[config.mk]
export PLATFORM = sky130hd
export DESIGN_NAME = conv_mac_array
export DESIGN_NICKNAME = d
export VERILOG_FILES = /design/src/rtl/conv_mac_array.sv
export SDC_FILE = /design/constraint.sdc
export NUM_CORES = 2
export LEC_CHECK = 0
export ABC_AREA = 0
export CORE_UTILIZATION = 45
export DETAILED_ROUTE_END_ITERATION = 16
export DONT_BUFFER_PORTS = 1
export PLACE_DENSITY_LB_ADDON = 0.05
export SLEW_MARGIN = 20
export SYNTH_ARGS = -nofsm -noshare
export SYNTH_HDL_FRONTEND = slang
export SYNTH_SLANG_ARGS = --single-unit
[constraint.sdc]
create_clock -name clk -period 5 [get_ports clk]
set_input_delay 1.5 -clock clk [delete_from_list [all_inputs] [get_ports clk]]
set_output_delay 1.5 -clock clk [all_outputs]
set_load 0.005 [all_outputs]
[src/rtl/conv_mac_array.sv]
// conv_mac_array: CH parallel signed multiply-accumulate channels over K-tap
// windows, with per-channel bias, optional ReLU and a registered result per window.
module conv_mac_array #(
  parameter int CH         = 16,
  parameter int K          = 3,
  parameter int DW         = 8,
  parameter int WW         = 8,
  parameter int BW         = 8,
  parameter int ACC_W      = 30,
  parameter int FRAC_SHIFT = 9,
  parameter int NUM_WIN    = 1260,
  parameter int RELU       = 0,
  parameter int CW         = $clog2(NUM_WIN + 1)
) (
  input  logic                   clk,
  input  logic                   rst_n,
  input  logic                   clr,
  input  logic signed [DW-1:0]   data_in,
  input  logic                   in_valid,
  output logic                   in_ready,
  input  logic [WW*CH-1:0]       w_in,
  input  logic                   b_en,
  input  logic signed [BW-1:0]   b_in,
  output logic [ACC_W*CH-1:0]    dataout,
  output logic                   out_valid,
  output logic [CW-1:0]          conv_time,
  output logic                   conv_done
);

  localparam int TW = (K > 1) ? $clog2(K) : 1;
  localparam int IW = (CH > 1) ? $clog2(CH) : 1;
  localparam int PW = DW + WW;

  logic [TW-1:0] tap;
  logic [IW-1:0] b_idx;
  logic          accept;
  logic          last_tap;

  // Refuse samples once the layer's window budget is used up.
  assign conv_done = (conv_time == CW'(NUM_WIN));
  assign in_ready  = !conv_done;
  assign accept    = in_valid & in_ready & ~clr;
  assign last_tap  = (tap == TW'(K - 1));

  // Tap position, completed-window count and the one-cycle result strobe.
  always_ff @(posedge clk or negedge rst_n) begin
    if (!rst_n) begin
      tap       <= '0;
      conv_time <= '0;
      out_valid <= 1'b0;
    end else if (clr) begin
      tap       <= '0;
      conv_time <= '0;
      out_valid <= 1'b0;
    end else begin
      out_valid <= accept & last_tap;
      if (accept) begin
        if (last_tap) begin
          tap       <= '0;
          conv_time <= conv_time + CW'(1);
        end else begin
          tap <= tap + TW'(1);
        end
      end
    end
  end

  // Bias write pointer walks the channels and wraps back to channel 0.
  always_ff @(posedge clk or negedge rst_n) begin
    if (!rst_n) begin
      b_idx <= '0;
    end else if (clr) begin
      b_idx <= '0;
    end else if (b_en) begin
      b_idx <= (b_idx == IW'(CH - 1)) ? '0 : b_idx + IW'(1);
    end
  end

  generate
    for (genvar gi = 0; gi < CH; gi++) begin : g_ch
      logic signed [PW-1:0]    prod;
      logic signed [ACC_W-1:0] p;
      logic signed [ACC_W-1:0] bias_sh;
      logic signed [ACC_W-1:0] r;
      logic signed [ACC_W-1:0] res;
      logic signed [ACC_W-1:0] acc;
      logic signed [ACC_W-1:0] dout;
      logic signed [BW-1:0]    bias;

      // Full-precision product, then scaled and wrapped into the accumulator width.
      assign prod    = PW'(data_in) * PW'($signed(w_in[WW*gi +: WW]));
      assign p       = ACC_W'(prod) <<< FRAC_SHIFT;
      assign bias_sh = ACC_W'(bias) <<< FRAC_SHIFT;
      assign r       = acc + p + bias_sh;
      assign res     = ((RELU != 0) && (r < 0)) ? '0 : r;
      assign dataout[ACC_W*gi +: ACC_W] = dout;

      // Tap 0 overwrites the accumulator so no separate clear cycle is needed.
      always_ff @(posedge clk or negedge rst_n) begin
        if (!rst_n) begin
          acc <= '0;
        end else if (clr) begin
          acc <= '0;
        end else if (accept) begin
          acc <= (tap == '0) ? p : acc + p;
        end
      end

      // Bias survives clr so a layer's biases can be loaded before clearing.
      always_ff @(posedge clk or negedge rst_n) begin
        if (!rst_n) begin
          bias <= '0;
        end else if (b_en && !clr && (b_idx == IW'(gi))) begin
          bias <= b_in;
        end
      end

      // Result register holds until the next window completes.
      always_ff @(posedge clk or negedge rst_n) begin
        if (!rst_n) begin
          dout <= '0;
        end else if (accept && last_tap) begin
          dout <= res;
        end
      end
    end
  endgenerate

endmodule
==> reports/qor.txt <==
clock latency on the worst-skew pair = 0.80 ns
nets@finish = 16,300
Die X = 477 microns
Max FO, Critical Path = 129
Post-Syn Area = 101,000 sq um
Synth area leaders = dfrtp_1 (20%), fa_1 (18%), ha_1 (14%)
via count = 91,600
Synth Register Bits = 818
Yosys top cell area share = 20.2%
maxcap violations = 0
Period minus WS final = 7.64 ns
die area = 227,000 sq um
post-route ant nets = 0
DR vias/cell = 5.33
failing checks = setup timing
Reg2Reg Capture Point = g_ch[14].dout[28]$_DFFE_PN0P_
utilization after layout = 60.7%
Root Driver = clkbuf_16
most instantiated library cell after synthesis = inv_1
H-tree Lvls = 3
relative slew slack = 32.1%
TritonCTS clock tree = done
worst flop-to-flop path startpoint = g_ch[14].acc[9]$_DFFE_PN0P_
delay-heaviest family, CP = adder cells
RSZ-0062 raised after global routing = true
largest net degree at the start of global routing = 232
Compound-Gate Fraction of Synth Area = 15.2%
cell taking the most area after synthesis = dfrtp_1
Simple-Gate Fraction of Synth Area = 15.6%
DPL Wire Length = 266 mm
Worst R2R Setup Slack = 0.40 ns
routability cong. = 0.916
outcome = finished with violations
XOR/XNOR share of the synthesized area = 7.51%
Mapped Avg Cell Area = 8.67 sq um
cells on worst reg2reg path = 22
post-synthesis adder-cell area fraction = 31.9%
Yosys cell types = 95
Initial Util = 45.5%
ys async rst share = 100%
Remaining DRCs = 0
CTS Hold Bufs = 0
CP dominant cell by count = fa_1
Multi-input gate area = 80,700 sq um
post-synthesis sequential area ratio = 20.2%
DR WL/cell = 20.6 microns
Worst-Margin Slew = 1.02 ns
post-route clock skew = 0.0445 ns
top_reg_cell synth = dfrtp_1
GRT overflow = 0
antenna violations before repair = 27
area delta synth->final = 33.4%
core area = 223,000 sq um
gr usage total = 30.3%
# clock sinks = 818
CP Buf/Inv Count = 5
yosys synthesis warning count = 0
overall die height = 477 microns
final setup violation count = 484
CTS buffer count = 107
I/O pin total = 643
clk buf depth = 3
critical path capture point type = flip-flop
vias in the first global route = 91,200
Crit. Startpoint = data_in[0]
# rows = 173
Fillers = 19,500
mux contribution to synthesized area = 1.60%
first-pass GRT wire length = 539 mm
Storage cell area = 20,500 sq um
DRT iter0 DRCs = 5,809
crit-path max cell delay = 0.52 ns
Cells after Synth = 11,700
CP Launch Type = input port
Worst path slowest cell = fa_1
final max-slew violation count = 0
number of iterations in the first detailed-routing pass = 6
Fmax = 131 MHz
Hold Vio Cnt, Final = 0
Post-synth EDFFs = 0
Worst EP required = 5.64 ns
layout cells sized above 1 = 29.0%
Hold Slack = 0.438 ns
worst slack, placed = -3.66 ns
Worst Path Arrival = 8.28 ns
type of the worst min-delay path = input port to async pin
most instantiated cells after synthesis = inv_1 (1,530), nand2_1 (1,359), ha_1 (1,126)
Post-Route WL = 354 mm
WS Path Type = input port to flip-flop
Clock transition at path regs = 0.06 ns
period utilisation layout = 153%
final setup margin = -2.64 ns
number of I/O port buffers = 0
largest family of logic cells by synthesized area = adder cells
## worst reg2reg max path, stage by stage, from the launching register on
cell,delay [ns]
dfrtp_1,0.35
ha_1,0.30
inv_1,0.11
fa_1,0.47
nor2b_1,0.14
o21a_1,0.15
o21ai_0,0.13
a211oi_2,0.29
o21ai_2,0.10
a21boi_2,0.17
o21ai_1,0.12
a21oi_4,0.26
ha_4,0.25
a21o_1,0.15
a21o_1,0.16
a21oi_2,0.17
nand2_1,0.07
a311o_1,0.31
a311oi_2,0.30
o21bai_1,0.13
a21oi_2,0.15
xnor2_1,0.12
o21ai_1,0.07
## sequential cells by signal, indices dropped and copies added, names as in the netlist
register   flops
b_idx          4
conv_time     11
g_ch.acc     336
g_ch.bias    128
g_ch.dout    336
out_valid      1
tap            2
## area by class of cell
cell class	instances	area share (%)
clock inverters	51	0.558
flip-flops and latches	818	15.1
clock buffers	141	2.24
well taps	2975	2.75
inverters	1532	4.25
repair buffers	2665	15.4
diodes	14	0.0259
multi-input cells	8988	59.6
## repair_timing
item	CTS	global route
endpoints found under the setup margin	472	496
gates resized for setup	477	1020
setup buffers	107	164
pin swaps	340	638
## metrics by stage
step | area [sq um] | TNS [ns] | cells
6_report | 135000 | -654.66 | 17200
5_1_grt | 135000 | -729.31 | 17200
4_1_cts | 129000 | -600.51 | 17000
3_5_place_dp | 123000 | -1086.07 | 16700
3_3_place_gp | 122000 | -1056.99 | 16700
2_1_floorplan | 103000 | -826.83 | 11800
## cell families after synthesis
kind of cell             after synthesis
other                                  1
flip-flops                           818
AO/OA/AOI/OAI                       2398
XOR/XNOR                             858
adder cells (fa/ha/maj)             2038
AND/OR/NAND/NOR                     3404
multiplexers                         146
buffers and inverters               2038
## worst max path at each step
stage | cells past startpoint | endpoint
after floorplan | 32 | g_ch[3].dout[29]$_DFFE_PN0P_
after global placement | 35 | g_ch[5].dout[29]$_DFFE_PN0P_
after detailed placement | 34 | g_ch[5].dout[29]$_DFFE_PN0P_
after CTS | 31 | g_ch[0].dout[29]$_DFFE_PN0P_
after global routing | 33 | g_ch[4].dout[29]$_DFFE_PN0P_
final | 33 | g_ch[4].dout[29]$_DFFE_PN0P_
## layer usage
layer / part of all wire, % / vias to the layer above / global-route usage (%) / routed length, microns
li1: - / 43300 / - / -
met1: 46 / 45700 / 44.3 / 164000
met2: 43 / 2297 / 45.4 / 154000
met3: 8.2 / 335 / 6.64 / 28900
met4: 2.1 / 6 / 7.12 / 7550
met5: 0.016 / - / 0 / 58
## cell usage in the layout, fill, tap and decap left out, types with 52 or more instances in the layout
cell and n:
buf_4 2514, inv_1 1472, nand2_1 1323, ha_1 963
fa_1 901, dfrtp_1 818, nor2_1 702, and2_1 624
o21ai_0 443, xnor2_1 431, a21oi_1 385, a21o_1 256
xor2_1 238, a21oi_2 170, o21ai_1 154, conb_1 144
ha_4 140, mux2_2 127, a311oi_1 125, buf_6 120
xnor2_2 117, o21bai_1 108, clkbuf_16 108, o21a_1 107
a211oi_1 107, nor3_1 102, nand2b_1 100, nand3_1 72
o21ai_2 70, inv_2 56, nor2b_1 54, nor2_2 52
Power is not shown: default switching activity piles up to over one toggle a cycle in this logic, so the estimate is an artifact.
